File: src/rtl/hack_cpu_ctrl.sv
// Multi-cycle Hack CPU control unit.
//
// Fetches 16-bit Hack instructions over a req/ack instruction port. A-instructions load A
// directly. C-instructions are decoded into controls for an external combinational ALU. The
// unit sequences optional data-memory reads and writes over a re/we/ack port, then commits the
// results to A, D and PC. Jumps are resolved from the ALU zr/ng flags.
//
// Ports
//   clk, rst_n            clock (rising edge), synchronous active-low reset
//   imem_req/addr/ack/data  instruction fetch handshake; addr is the PC
//   dmem_re/we/addr/wdata/ack/rdata  data memory handshake
//   alu_x, alu_y          ALU operands (D, and A or MDR selected by IR[12])
//   alu_zx..alu_no        ALU control bits, taken from IR[11:6]
//   alu_out, alu_zr, alu_ng  ALU result and flags
//   pc                    current PC, for debug
//   retire                one-cycle pulse per completed instruction
module hack_cpu_ctrl #(
  parameter logic [14:0] RESET_PC = 15'h0000
) (
  input  logic        clk,
  input  logic        rst_n,
  output logic        imem_req,
  output logic [14:0] imem_addr,
  input  logic        imem_ack,
  input  logic [15:0] imem_data,
  output logic        dmem_re,
  output logic        dmem_we,
  output logic [14:0] dmem_addr,
  output logic [15:0] dmem_wdata,
  input  logic        dmem_ack,
  input  logic [15:0] dmem_rdata,
  output logic [15:0] alu_x,
  output logic [15:0] alu_y,
  output logic        alu_zx,
  output logic        alu_nx,
  output logic        alu_zy,
  output logic        alu_ny,
  output logic        alu_f,
  output logic        alu_no,
  input  logic [15:0] alu_out,
  input  logic        alu_zr,
  input  logic        alu_ng,
  output logic [14:0] pc,
  output logic        retire
);

  typedef enum logic [1:0] {StFetch, StMread, StExec, StMwrite} state_e;

  state_e      r_state, w_state_nxt;
  logic [15:0] r_a, w_a_nxt;
  logic [15:0] r_d, w_d_nxt;
  logic [14:0] r_pc, w_pc_nxt;
  // Only IR[12:0] is kept: IR[15] is always 1 for a stored C-instruction and IR[14:13] are
  // don't-care bits.
  logic [12:0] r_ir, w_ir_nxt;
  logic [15:0] r_mdr, w_mdr_nxt;
  logic [14:0] r_waddr, w_waddr_nxt;
  logic [15:0] r_wdata, w_wdata_nxt;
  logic        r_retire, w_retire_nxt;

  logic [14:0] w_pc_inc;
  logic        w_jump;

  assign w_pc_inc = r_pc + 15'd1;
  assign w_jump   = (r_ir[2] & alu_ng) | (r_ir[1] & alu_zr) | (r_ir[0] & ~alu_ng & ~alu_zr);

  always_ff @(posedge clk) begin
    if (!rst_n) begin
      r_state  <= StFetch;
      r_a      <= 16'h0000;
      r_d      <= 16'h0000;
      r_pc     <= RESET_PC;
      r_ir     <= 13'h0000;
      r_mdr    <= 16'h0000;
      r_waddr  <= 15'h0000;
      r_wdata  <= 16'h0000;
      r_retire <= 1'b0;
    end else begin
      r_state  <= w_state_nxt;
      r_a      <= w_a_nxt;
      r_d      <= w_d_nxt;
      r_pc     <= w_pc_nxt;
      r_ir     <= w_ir_nxt;
      r_mdr    <= w_mdr_nxt;
      r_waddr  <= w_waddr_nxt;
      r_wdata  <= w_wdata_nxt;
      r_retire <= w_retire_nxt;
    end
  end

  always_comb begin
    w_state_nxt  = r_state;
    w_a_nxt      = r_a;
    w_d_nxt      = r_d;
    w_pc_nxt     = r_pc;
    w_ir_nxt     = r_ir;
    w_mdr_nxt    = r_mdr;
    w_waddr_nxt  = r_waddr;
    w_wdata_nxt  = r_wdata;
    w_retire_nxt = 1'b0;
    unique case (r_state)
      StFetch: begin
        if (imem_ack) begin
          if (!imem_data[15]) begin
            w_a_nxt      = {1'b0, imem_data[14:0]};
            w_pc_nxt     = w_pc_inc;
            w_retire_nxt = 1'b1;
          end else begin
            w_ir_nxt    = imem_data[12:0];
            w_state_nxt = imem_data[12] ? StMread : StExec;
          end
        end
      end
      StMread: begin
        if (dmem_ack) begin
          w_mdr_nxt   = dmem_rdata;
          w_state_nxt = StExec;
        end
      end
      StExec: begin
        // Jump target and write address use A as it was before this edge.
        if (r_ir[5]) w_a_nxt = alu_out;
        if (r_ir[4]) w_d_nxt = alu_out;
        w_pc_nxt = w_jump ? r_a[14:0] : w_pc_inc;
        if (r_ir[3]) begin
          w_waddr_nxt = r_a[14:0];
          w_wdata_nxt = alu_out;
          w_state_nxt = StMwrite;
        end else begin
          w_retire_nxt = 1'b1;
          w_state_nxt  = StFetch;
        end
      end
      StMwrite: begin
        if (dmem_ack) begin
          w_retire_nxt = 1'b1;
          w_state_nxt  = StFetch;
        end
      end
      default: w_state_nxt = StFetch;
    endcase
  end

  // Requests are gated by rst_n so nothing is asserted during a reset cycle.
  assign imem_req   = rst_n & (r_state == StFetch);
  assign imem_addr  = r_pc;
  assign dmem_re    = rst_n & (r_state == StMread);
  assign dmem_we    = rst_n & (r_state == StMwrite);
  assign dmem_addr  = (r_state == StMwrite) ? r_waddr : r_a[14:0];
  assign dmem_wdata = r_wdata;

  assign alu_x  = r_d;
  assign alu_y  = r_ir[12] ? r_mdr : r_a;
  assign alu_zx = r_ir[11];
  assign alu_nx = r_ir[10];
  assign alu_zy = r_ir[9];
  assign alu_ny = r_ir[8];
  assign alu_f  = r_ir[7];
  assign alu_no = r_ir[6];

  assign pc     = r_pc;
  assign retire = r_retire;

endmodule
File: config.mk
export PLATFORM = sky130hd
export DESIGN_NAME = hack_cpu_ctrl
export DESIGN_NICKNAME = d
export VERILOG_FILES = /design/src/rtl/hack_cpu_ctrl.sv
export SDC_FILE = /design/constraint.sdc
export NUM_CORES = 1
export LEC_CHECK = 0
export CORE_ASPECT_RATIO = 1.25
export CORE_MARGIN = 5
export CORE_UTILIZATION = 25
export CTS_CLUSTER_DIAMETER = 40
export DETAILED_ROUTE_END_ITERATION = 8
export GPL_TIMING_DRIVEN = 0
export MAX_ROUTING_LAYER = met4
export PLACE_DENSITY = 0.59
export SLEW_MARGIN = 20
export SYNTH_ARGS = -nofsm -noshare
export SYNTH_HDL_FRONTEND = slang
export SYNTH_SLANG_ARGS = --single-unit
export TNS_END_PERCENT = 30
File: constraint.sdc
create_clock -name clk -period 2.4 [get_ports clk]
set_input_delay 0.24 -clock clk [delete_from_list [all_inputs] [get_ports clk]]
set_output_delay 0.24 -clock clk [all_outputs]
set_load 0.005 [all_outputs]
=== Word-level counts from Yosys, hierarchy flattened ===
Index checks and enable logic that the tools add are counted.

* Register bits: 110

* Add/sub/neg operators: 1
* Eq/ne operators: 9
* Multiplexer cells: 22
* Bitwise logic cells: 11
* Reductions and logical operators: 9

{| class="wikitable"
|+ Operator list
! kind !! number
|-
| $mux W16 || 4
|-
| $mux W15 || 4
|-
| $pmux W16 S2 || 1
|-
| $pmux W15 S2 || 1
|-
| $add A15 B1 Y15 const B || 1
|-
| $mux W2 || 6
|-
| $ne A2 B2 Y1 const B || 6
|-
| $pmux W2 S4 || 1
|-
| $reduce_and A4 Y1 || 2
|-
| $and A1 B1 Y1 || 7
|-
| $reduce_and A2 Y1 || 3
|-
| $reduce_and A3 Y1 || 2
|-
| $eq A2 B2 Y1 const B || 2
|-
| $mux W1 || 4
|-
| $pmux W1 S3 || 1
|-
| $eq A2 B1 Y1 const B || 1
|-
| $logic_not A2 Y1 || 1
|-
| $not A1 Y1 || 2
|-
| $or A1 B1 Y1 || 2
|-
| $reduce_bool A2 Y1 || 1
|}

=== Logic depth before layout (Yosys ltp) ===
Gate-level depths: netlist (run 1).

* Word-level depth: 6
* Depth in mapped cells: 8

=== Least setup slack after synthesis (run 1) ===
Ideal clock, no wire load.

* Kind: register to register
* Start point: register r_pc[0] (netlist: imem_addr[0])
* End point: register r_pc[12] (netlist: imem_addr[12])
* Library setup time: 74 ps
* Arrival: 1849 ps
* Required time: 2326 ps
* Setup slack: 477 ps
* Stages on the path, launching flop included: 6
* Path buffers: 0
* Period minus slack after synthesis: 1923 ps
* Cell sequence: dfxtp_1 > ha_1 > nand3_4 > or4_1 > or4_1 > a31oi_1

* Word-level cells in the longest chain between the ends: 4
* Elaborated cells on any way between the ends: 5
* Those cells by class: add/sub: 1; mux: 4

{| class="wikitable"
|+ RTL lines
! element !! line !! source
|-
| from (decl) || 52 || <nowiki>logic [14:0] r_pc, w_pc_nxt;</nowiki>
|-
| from (signal assigned) || 82 || <nowiki>r_pc <= w_pc_nxt;</nowiki>
|-
| $add A15 B1 Y15 (*) || 64 || <nowiki>assign w_pc_inc = r_pc + 15'd1;</nowiki>
|-
| $mux W15 || 104 || <nowiki>if (!imem_data[15]) begin</nowiki>
|-
| $mux W15 || 103 || <nowiki>if (imem_ack) begin</nowiki>
|-
| $pmux W15 S2 (*) || 101 || <nowiki>unique case (r_state)</nowiki>
|}

Every way passes the cells marked *; elsewhere a longest branch is shown, timed or not. The select of a mux whose other input is x is not followed.
A chain may end at the register's enable or synchronous reset.

=== Worst setup path after layout (run 1) ===
* Start point: register r_state[1]
* End point: output port dmem_addr[13]

* Word-level cells in the longest chain between the ends: 2

{| class="wikitable"
|+ RTL lines
! element !! line !! source
|-
| from (decl) || 49 || <nowiki>state_e r_state, w_state_nxt;</nowiki>
|-
| from (signal assigned) || 69 || <nowiki>r_state <= StFetch;</nowiki>
|-
| from (signal assigned) || 79 || <nowiki>r_state <= w_state_nxt;</nowiki>
|-
| $eq A2 B2 Y1 || 149 || <nowiki>assign dmem_addr = (r_state == StMwrite) ? r_waddr : r_a[14:0];</nowiki>
|-
| $mux W15 || 149 ||
|-
| to (decl) || 28 || <nowiki>output logic [14:0] dmem_addr,</nowiki>
|}

No other way between the ends.

==> impl_metrics.tcl, run 1 <==
set metrics [dict create \
    status "finished, final reports clean" \
    io-pin-count 157 \
    slew_headroom_pct 57.77 \
    num_rows 57 \
    crit_buf_inv 3 \
    hold_path.class "in -> reg" \
    antennaDiodeCount 0 \
    wl_met1_um 7934 \
    fin_worst_skew_ps 5.511 \
    synth_cell_types 49 \
    multi_input_area_sq_um 2417 \
    ir_worst_vdd_uv 313.5 \
    yosys_register_bits 110 \
    drc 0 \
    synth_top_area_share_pct 44.38 \
    wirelength_um 18110 \
    syn_area_per_cell_sq_um 7.978 \
    die_area_sq_um 22780 \
    hpwlAfterDp_um 13790 \
    worst_setup_path_start_kind "flop" \
    cts_buffers 9 \
    fin_setup_tns_ps 0 \
    hold_viol 0 \
    area_delta_synth_final_pct 44.48 \
    regToRegSetupSlack_ps 270 \
    ctsLongestPathBuffers 2 \
    crit_type "reg -> out" \
    leakage_nw 2.503 \
    postCtsSetupBuffers 0 \
    cp_slowest_stage_delay_ps 450 \
    syn_inst 622 \
    ant_nets 0 \
    hp-start "dmem_rdata[3]" \
    htreeDepth 3 \
    post-route-min-period_ps 2310 \
    layout-drive-gt1-share_pct 11.22 \
    cp_cell_sequence "buf_2 -> nand2_4 -> clkbuf_4 -> mux2_2 -> clkdlybuf4s50_1" \
    synth.area.top_cells "dfxtp_1, nand2_1, a21oi_1" \
    arrival_ps 2070 \
    postLayoutCellArea_sq_um 7169 \
    wl_met2_um 8504 \
    end_kind "output port" \
    path_clk_slew_ps 70 \
    start_util_pct 25.49 \
    tightestPinTransition_ps 633.5 \
    synth_area_sq_um 4962 \
    final-seq-area_sq_um 2205 \
    fp.dieH_um 167.5 \
    vias 4943 \
    gp_congestion 0.8385 \
    synth_nets 677 \
    async_flop_share_pct 0 \
    fill_cells 2044 \
    cts.sinks 110 \
    power_density_nw_per_um2 579.7 \
    die_width_um 136.0 \
    clockRootBuffer "clkbuf_16" \
    core_sq_um 19470 \
    routed.top_layer "met4" \
    holdPathEnd "r_mdr[3]" \
    drt-pass1-iter-count 9 \
    yosysSeqAreaShare_pct 44.38 \
    drtIter0Drc 269 \
    maxCapViolCount 0 \
    hold_path_depth 3 \
    rsz0062_at_grt "false" \
    avgViaCountPerCell 4.672 \
    crit_family "buffers and inverters" \
    grt_start_max_net_pins 17 \
    worst_r2r_startpoint "imem_addr[0]" \
    cts_hold_buf 0 \
    required_ps 2160 \
    synth_top_cell_by_area "dfxtp_1" \
    synth_flop_cell "dfxtp_1" \
    antenna_found_initial 0 \
    grt.total_usage_pct 16.18 \
    grt_overflow_total 0 \
    portBuffers 156 \
    num-nets-final 843 \
    synth_edf_count 0 \
    reg2reg_to "imem_addr[12]" \
    clock.fmax_mhz 432.9 \
    drv_slew 0 \
    critPathMaxFanout 10 \
    drt-wirelength-per-cell_um 17.12 \
    fin_crit_sh_pct 96.25 \
    placedInstanceArea_sq_um 6855 \
    setup_viol 0 \
    grt_first_pass_wirelength_um 27880 \
    ys_top_cells_by_count "nand2_1, dfxtp_1, a21oi_1, mux2_2, clkbuf_1" \
    grt_pass1_vias 4904 \
    tritoncts "yes" \
    crit_slowest_cell "clkdlybuf4s50_1" \
    worst_r2r_path_depth 5 \
    insertion_delay_ps 350 \
    dr_wl_met3_um 1341 \
    ys.warnings.count 0 \
    synth.most_common_cell "nand2_1" \
]
state kept, by name, summed over array words and instances (netlist names):
name        flops
retire          1
r_mdr          16
dmem_wdata     16
r_state         2
alu_x          16
r_a            16
r_waddr        15
imem_addr      15
r_ir           13
cells by family (layout without fill, tap and decap cells):
group,after synthesis,in the layout,synth area share [%]
simple gates,270,270,23.05
compound gates,137,137,16.59
buf+inv,65,236,7.060
mux,39,39,8.674
flops,110,110,44.38
fa+ha+maj,1,1,0.2521
how the worst max path moves through the flow:
stage,startpoint,end,depth (start not counted)
2_1_floorplan,imem_addr[0],imem_addr[12],5
5_1_grt,r_state[1],dmem_addr[11],5
3_3_place_gp,r_state[1],dmem_addr[12],5
6_report,r_state[1],dmem_addr[13],5
3_5_place_dp,r_state[1],dmem_addr[12],5
4_1_cts,r_ir[12],alu_y[13],3
tightest hold or removal path: cells and delay by family:
family,cells,cell delay (ps)
buffers and inverters,1,390
AND/OR/NAND/NOR,1,60
AO/OA/AOI/OAI,1,50
cell type report:
cell class | count | area share (%)
multi-input combinational | 447 | 33.72
clock buffer | 12 | 3.578
timing repair buffer | 156 | 21.78
tap | 265 | 4.625
inverter | 8 | 0.4188
clock inverter | 4 | 0.6283
buffer | 56 | 4.503
sequential | 110 | 30.75
power breakdown:
part / switching (mW) / internal [mW]
registers: 0.0961 / 1.88
logic: 0.294 / 0.342
clock network: 0.677 / 0.863
what timing repair did:
item,CTS,global route
gates resized for setup,5,4
endpoints found under the hold margin,0,0
pin swaps,0,0
setup endpoints to repair,17,8
layer usage:
| layer | global-route usage (%) | up-vias |
|---|---|---|
| met5 | - | - |
| met4 | 4.384 | 0 |
| met3 | 4.082 | 19 |
| met2 | 26.13 | 160 |
| met1 | 20.10 | 2312 |
| li1 | - | 2452 |
per-stage QoR:
stage          power, mW  hold WS, ps  cells  setup WS, ps  util [%]
6_report           4.156        433.0   1058         90.01     36.82
5_1_grt            4.328        454.1   1058         19.77     36.82
4_1_cts            4.201        431.1   1058         61.79     36.80
3_5_place_dp       2.660        445.2   1043         7.733     35.21
3_3_place_gp       2.658        439.1   1043        -9.317     35.21
2_1_floorplan      2.250        361.8    622         476.6         -
cell usage in the layout (no fill, tap or decap), types with 2 or more instances in the layout:
cell	synthesis	routed
a221oi_1	2	2
and3_1	4	4
a31oi_1	5	5
o21ai_0	11	11
clkbuf_16	0	9
a22oi_1	3	3
clkbuf_8	4	6
clkdlybuf4s50_1	0	156
nor2_1	23	23
clkbuf_1	29	27
a311oi_1	15	15
nand4_1	3	3
inv_1	6	6
dfxtp_2	0	2
nand3b_1	2	2
or3_1	2	2
clkinv_2	0	3
mux2_2	32	32
and2_1	2	2
nor4_1	6	6
nand4b_1	2	2
o32ai_1	3	3
mux2i_1	7	7
o21a_1	2	2
a21oi_1	82	82
inv_2	2	2
o22ai_1	5	5
buf_2	8	9
buf_4	15	15
nand2_1	204	203
nor3_1	4	4
nand3_1	7	7
dfxtp_1	110	108
or4_1	3	3
No activity file was read; power rests on OpenSTA's default activity.
==> inputs of run 2 (changes only) <==
--- a/config.mk
+++ b/config.mk
@@ -5,6 +5,7 @@
 export SDC_FILE = /design/constraint.sdc
 export NUM_CORES = 1
 export LEC_CHECK = 0
+export CAP_MARGIN = 20
 export CORE_ASPECT_RATIO = 1.25
 export CORE_MARGIN = 5
 export CORE_UTILIZATION = 25
==> results of run 2 <==
No change in the layout: final DEF, timing and power equal those of run 1.
==> inputs of run 3 (changes only) <==
--- a/config.mk
+++ b/config.mk
@@ -5,7 +5,6 @@
 export SDC_FILE = /design/constraint.sdc
 export NUM_CORES = 1
 export LEC_CHECK = 0
-export CAP_MARGIN = 20
 export CORE_ASPECT_RATIO = 1.25
 export CORE_MARGIN = 5
 export CORE_UTILIZATION = 25
==> results of run 3 <==
No change in the layout: final DEF, timing and power equal those of run 1.
